## src/rtl/uart_pkg.sv

```systemverilog
// Shared UART constants and receiver state encoding.
package uart_pkg;

    localparam int OSR        = 16;      // oversampling ticks per bit
    localparam int DATALEN    = 8;       // data bits per frame
    localparam int SAMPLE_MID = OSR / 2; // centre tick of a bit

    typedef enum logic [1:0] {
        IDLE  = 2'd0,
        START = 2'd1,
        DATA  = 2'd2,
        STOP  = 2'd3
    } states_e;

endpackage

```

## src/rtl/sync_2ff.sv

```systemverilog
// Two-flop synchronizer for a single asynchronous input bit.
module sync_2ff #(
    parameter logic RST_VAL = 1'b1
) (
    input  logic clk,
    input  logic reset,
    input  logic d,
    output logic q
);

    logic meta;

    // Capture the async input, then re-register it to settle metastability.
    always_ff @(posedge clk) begin
        if (reset) begin
            meta <= RST_VAL;
            q    <= RST_VAL;
        end else begin
            meta <= d;
            q    <= meta;
        end
    end

endmodule

```

## src/rtl/uart_rx.sv

```systemverilog
// Oversampling UART receiver with 3-sample mid-bit majority voting.
module uart_rx #(
    parameter int OSR     = uart_pkg::OSR,
    parameter int DATALEN = uart_pkg::DATALEN
) (
    input  logic               clk,
    input  logic               reset,
    input  logic               i_tick,
    input  logic               rx,
    output logic [DATALEN-1:0] rx_data,
    output logic               rx_valid,
    output logic               frame_err,
    output logic               rx_busy
);

    import uart_pkg::*;

    localparam int TW = $clog2(OSR);
    localparam int BW = $clog2(DATALEN);

    // Tick positions inside a bit: two early samples, then the decision tick
    // which also supplies the third sample straight from the line.
    localparam logic [TW-1:0] T_S0  = TW'(OSR / 2 - 1);
    localparam logic [TW-1:0] T_S1  = TW'(OSR / 2);
    localparam logic [TW-1:0] T_DEC = TW'(OSR / 2 + 1);
    localparam logic [TW-1:0] T_END = TW'(OSR - 1);
    localparam logic [BW-1:0] B_LAST = BW'(DATALEN - 1);

    states_e            state, state_n;
    logic [TW-1:0]      tick_cnt, tick_n;
    logic [BW-1:0]      bit_cnt, bit_n;
    logic [DATALEN-1:0] shreg, shreg_n;
    logic [DATALEN-1:0] data_n;
    logic [1:0]         samp, samp_n;
    logic               armed, armed_n;
    logic               valid_n, ferr_n;
    logic               rx_s;
    logic               vote;

    sync_2ff #(
        .RST_VAL(1'b1)
    ) u_sync (
        .clk  (clk),
        .reset(reset),
        .d    (rx),
        .q    (rx_s)
    );

    // Majority of the two stored samples and the live sample at the decision tick.
    assign vote = (samp[0] & samp[1]) | (samp[0] & rx_s) | (samp[1] & rx_s);

    assign rx_busy = (state != IDLE);

    // Next-state, counter, shift and strobe logic; everything but the strobes holds without a tick.
    always_comb begin
        state_n = state;
        tick_n  = tick_cnt;
        bit_n   = bit_cnt;
        shreg_n = shreg;
        samp_n  = samp;
        armed_n = armed;
        data_n  = rx_data;
        valid_n = 1'b0;
        ferr_n  = 1'b0;

        if (i_tick) begin
            if (state != IDLE) begin
                tick_n = tick_cnt + 1'b1;
                if (tick_cnt == T_S0) samp_n[0] = rx_s;
                if (tick_cnt == T_S1) samp_n[1] = rx_s;
            end

            case (state)
                IDLE: begin
                    // A start is only taken after the line has been seen idle,
                    // so a held-low break cannot retrigger.
                    if (rx_s) begin
                        armed_n = 1'b1;
                    end else if (armed) begin
                        state_n = START;
                        tick_n  = '0;
                        armed_n = 1'b0;
                    end
                end
                START: begin
                    if (tick_cnt == T_DEC && vote) begin
                        state_n = IDLE;
                    end else if (tick_cnt == T_END) begin
                        state_n = DATA;
                        tick_n  = '0;
                        bit_n   = '0;
                    end
                end
                DATA: begin
                    if (tick_cnt == T_DEC) shreg_n = {vote, shreg[DATALEN-1:1]};
                    if (tick_cnt == T_END) begin
                        tick_n = '0;
                        if (bit_cnt == B_LAST) state_n = STOP;
                        else                   bit_n   = bit_cnt + 1'b1;
                    end
                end
                STOP: begin
                    // Decide mid-stop-bit and return to IDLE early so a fast
                    // sender's next start edge is not missed.
                    if (tick_cnt == T_DEC) begin
                        state_n = IDLE;
                        if (vote) begin
                            data_n  = shreg;
                            valid_n = 1'b1;
                        end else begin
                            ferr_n = 1'b1;
                        end
                    end
                end
                default: state_n = IDLE;
            endcase
        end
    end

    // Control state and output registers.
    always_ff @(posedge clk) begin
        if (reset) begin
            state     <= IDLE;
            tick_cnt  <= '0;
            bit_cnt   <= '0;
            armed     <= 1'b0;
            rx_data   <= '0;
            rx_valid  <= 1'b0;
            frame_err <= 1'b0;
        end else begin
            state     <= state_n;
            tick_cnt  <= tick_n;
            bit_cnt   <= bit_n;
            armed     <= armed_n;
            rx_data   <= data_n;
            rx_valid  <= valid_n;
            frame_err <= ferr_n;
        end
    end

    // Shift register and vote samples; always written before being consumed.
    always_ff @(posedge clk) begin
        shreg <= shreg_n;
        samp  <= samp_n;
    end

endmodule
```

## config.mk

```make
export PLATFORM = sky130hd
export DESIGN_NAME = uart_rx
export DESIGN_NICKNAME = d
export VERILOG_FILES = /design/src/rtl/uart_pkg.sv /design/src/rtl/sync_2ff.sv /design/src/rtl/uart_rx.sv
export SDC_FILE = /design/constraint.sdc
export NUM_CORES = 1
export LEC_CHECK = 0
export CORE_MARGIN = 2
export CORE_UTILIZATION = 35
export DETAILED_ROUTE_END_ITERATION = 7
export HOLD_SLACK_MARGIN = 0.06
export PLACE_DENSITY_LB_ADDON = 0.12
export SYNTH_ARGS = -nofsm -noshare
export SYNTH_HDL_FRONTEND = slang
export SYNTH_HIERARCHICAL = 1
export SYNTH_SLANG_ARGS = --single-unit
```

## constraint.sdc

```tcl
create_clock -name clk -period 1.55 [get_ports clk]
set_input_delay 0.31 -clock clk [delete_from_list [all_inputs] [get_ports clk]]
set_output_delay 0.31 -clock clk [all_outputs]
set_load 0.03 [all_outputs]
```

==> results of run 1 <==
## synth_stat cells (2+ instances only)
cell type,instances
and3_1,2
buf_6,2
ha_1,5
edfxtp_1,10
nand3_1,3
nand2_1,2
nor2b_1,2
nor3_1,2
xnor2_1,2
inv_1,3
clkbuf_1,2
and4b_1,2
a21oi_1,4
a311oi_1,2
o21ai_1,3
and2_1,4
nor2_1,16
dfxtp_1,22
mux2i_1,12
or2_1,2
## state kept, by name, summed over array words and instances, names as in the netlist, named ones only
name and cells:
rx_data 8, shreg 8, tick_cnt 4, bit_cnt 3, samp 2, armed 1
frame_err 1, rx_valid 1, state 1, u_sync/meta 1, u_sync/q 1
## cell type report
type                            count  area, sq um
Fill cell                         379         1980
Tap cell                           48         60.1
Inverter                            4         15.0
Multi-Input combinational cell     80          613
Clock inverter                      3         42.5
Timing Repair Buffer               25          220
Sequential cell                    32          744
Clock buffer                        5         68.8
## cell usage in the layout, fill, tap and decap left out, drive strengths merged, types with 4 or more instances in the layout
master       netlist  routed
dfxtp             22      22
nor2              16      16
mux2i             12      12
buf                4      12
dlygate4sd2        0      10
edfxtp            10      10
clkbuf             2       5
and2               5       5
ha                 5       5
inv                4       4
a21oi              4       4
o21ai              4       4
## power groups by stage
stage	combinational (W)	sequential, W	clock (W)
after detailed placement	0.0000453	0.000887	0
after CTS	0.0000458	0.000868	0.000820
after floorplan	0.0000262	0.000885	0
after global placement	0.0000452	0.000887	0
final	0.0000461	0.000868	0.000797
after global routing	0.0000510	0.000869	0.000853
## layer usage
metal  part of all wire [%]  vias up  track usage, %
met1                     51      430            17.3
li1                       -      481               -
met2                     44       18            18.1
met3                    3.9        5            4.56
met4                    1.8        0            6.89
met5                      0        -               0
## kinds of logic after synthesis
| kind of cell | count (synthesis) | synth area share (%) |
|---|---|---|
| mux | 12 | 8.63 |
| xor+xnor | 3 | 1.89 |
| buf+inv | 10 | 4.13 |
| compound gates | 15 | 7.73 |
| flops | 32 | 53.2 |
| simple gates | 44 | 19.1 |
| fa+ha+maj | 6 | 5.30 |
## worst max-delay path by stage
stage | end | start | slack, ps | cells after the start
after floorplan | bit_cnt[1]$_SDFFE_PP0P_ | bit_cnt[0]$_SDFFE_PP0P_ | 120 | 6
after global placement | rx_data[7]$_SDFFE_PP0P_ | i_tick | -100 | 5
after detailed placement | rx_data[1]$_SDFFE_PP0P_ | i_tick | -100 | 5
after CTS | bit_cnt[1]$_SDFFE_PP0P_ | bit_cnt[0]$_SDFFE_PP0P_ | 20 | 6
after global routing | rx_busy | register | 5 | 4
final | rx_busy | register | 70 | 4
## worst reg2reg max path: cells and delay by family (launching register included)
family,cells,cell delay (ps)
buffers and inverters,1,130
and+or+nand+nor,2,470
DFF,1,400
adders and majority gates,1,160
## metrics by stage
step,utilization [%],power [W],setup WS [ps],hold WS (ps),std cells
final,47.1,0.00171,68.7,410,197
after detailed placement,43.9,0.000932,-98.6,394,189
after global placement,43.9,0.000932,-99.7,389,189
after global routing,47.1,0.00177,5.01,446,197
after floorplan,-,0.000911,124,385,122
after CTS,46.8,0.00173,19.3,412,197
## timing repair
| action | in CTS | in global routing |
|---|---|---|
| setup endpoints to repair | 11 | 22 |
| gates resized for setup | 13 | 5 |
| pin swaps | 0 | 0 |
==> impl_metrics.py, run 1 <==
metrics = {
    "setup_path": {
        "worst-setup-path-type": "reg -> out",
        "cpLargestDelayFamily": "buffers and inverters",
        "path_cells": "buf_4 -> nor2_4 -> inv_1 -> buf_4",
        "crit_top_cell": "buf_4",
        "critPathSlowestCell": "dfxtp_2",
        "worstReg2RegStart": "tick_cnt[0]$_SDFFE_PP0P_",
        "cp-end-kind": "primary output",
        "max_stage_delay_ps": 360,
        "worstPathRequired_ps": 1240,
        "crit_fanout": 8,
        "reg2reg_slack_ps": 110,
        "startpoint_type": "register",
        "path_buf_inv": 3,
        "reg2regPathDepth": 4,
        "arrival_ps": 1170,
        "r2r-end": "shreg[0]$_DFFE_PP_",
    },
    "synthesis": {
        "netlist_instances": 122,
        "synthDistinctLibCells": 40,
        "ys_seq_area_share_pct": 53.2,
        "ys_ff_latch": 32,
        "async_reset_ff_share_pct": 0,
        "synthTopCellsByArea": "dfxtp_1, edfxtp_1, mux2i_1",
        "postSynthAreaPerCell_sq_um": 11.4,
        "yosysTopAreaCell": "dfxtp_1",
        "ys.flop_type": "dfxtp_1",
        "syn_nets": 131,
        "synth-edff-count": 10,
        "syn_area_sq_um": 1390,
        "ys_warn_count": 6,
        "synth_top_area_share_pct": 31.6,
    },
    "sta": {
        "worstMarginPinSlew_ps": 308,
        "finalMaxSlewViolations": 0,
        "min_period_over_period_pct": 95.6,
        "finalWorstPathRequiredPeriod_ps": 1480,
        "finalSetupTns_ps": 0,
        "max_freq_mhz": 675,
        "hold_viol": 0,
        "slew_headroom_pct": 79.6,
        "finalSetupViolations": 0,
        "skew_ps": 7.71,
        "rsz0062_at_grt": "false",
    },
    "grt": {
        "antenna_found_initial": 0,
        "first_global_vias": 849,
        "grt_max_degree": 15,
        "grt_pass1_wl_mm": 4.13,
        "grt_overflow": 0,
        "grt_usage_pct": 12.9,
    },
    "die": {
        "dieArea_sq_um": 4500,
        "coreArea_sq_um": 3740,
        "die_h_um": 67.1,
        "ios": 15,
        "rows": 22,
        "start_util_pct": 37.2,
        "chipWidth_um": 67.1,
    },
    "min_path": {
        "hold_path_startpoint": "u_sync/meta$_SDFF_PP1_",
        "min_to": "u_sync/q$_SDFF_PP1_",
        "hold_depth": 1,
        "hp-class": "reg -> reg",
    },
    "cts": {
        "clock_latency_ps": 290,
        "cts.sinks": 32,
        "cts_tree": "built",
        "cts_made_buffers": 5,
        "htreeDepth": 2,
        "clkTransAtPathRegs_ps": 70,
        "cts-root-buf": "clkbuf_8",
        "cts.path.max_buffers": 2,
        "ctsHoldBuffers": 0,
        "cts_setup_buffers": 0,
    },
    "power_and_ir_drop": {
        "p_switching_w": 0.000350,
        "power_density_nw_per_um2": 970,
        "clock_power_share_pct": 46.6,
        "intPower_w": 0.00136,
        "vdd_drop_max_v": 0.000432,
        "comb_power_share_pct": 2.7,
        "seqPwrFrac_pct": 50.7,
        "leakagePower_nw": 0.783,
        "sw_frac_of_total_pct": 20.4,
    },
    "detailed_routing": {
        "vias_per_cell": 4.74,
        "drcViolationCount": 0,
        "drtPass1Iterations": 4,
        "vias": 934,
        "drtIter0Drc": 38,
        "detail-route-antenna-nets": 0,
        "drt-total-wl_mm": 2.45,
        "wl_per_cell_um": 12.4,
    },
    "cells_and_area": {
        "area_growth_pct": 26.7,
        "antennaDiodeCount": 0,
        "final_layout_size_suffix_gt1_share_pct": 23.5,
        "nets": 157,
        "design_area_sq_um": 1760,
    },
    "placed_design": {
        "gp_routability_congestion": 0.751,
        "placed_cell_area_sq_um": 1640,
        "hpwl_mm": 1.75,
        "portBuffers": 14,
    },
    "status": {
        "status": "finished clean",
    },
    "run": {
        "cap_viol_max_count": 0,
    },
}
(Power assumes the default switching activity.)
==> run 2, diff against run 1 <==
--- a/config.mk
+++ b/config.mk
@@ -10,6 +10,7 @@
 export DETAILED_ROUTE_END_ITERATION = 7
 export HOLD_SLACK_MARGIN = 0.06
 export PLACE_DENSITY_LB_ADDON = 0.12
+export SLEW_MARGIN = 20
 export SYNTH_ARGS = -nofsm -noshare
 export SYNTH_HDL_FRONTEND = slang
 export SYNTH_HIERARCHICAL = 1
==> results of run 2 <==
Final layout, timing and power as in run 1 (identical DEF).
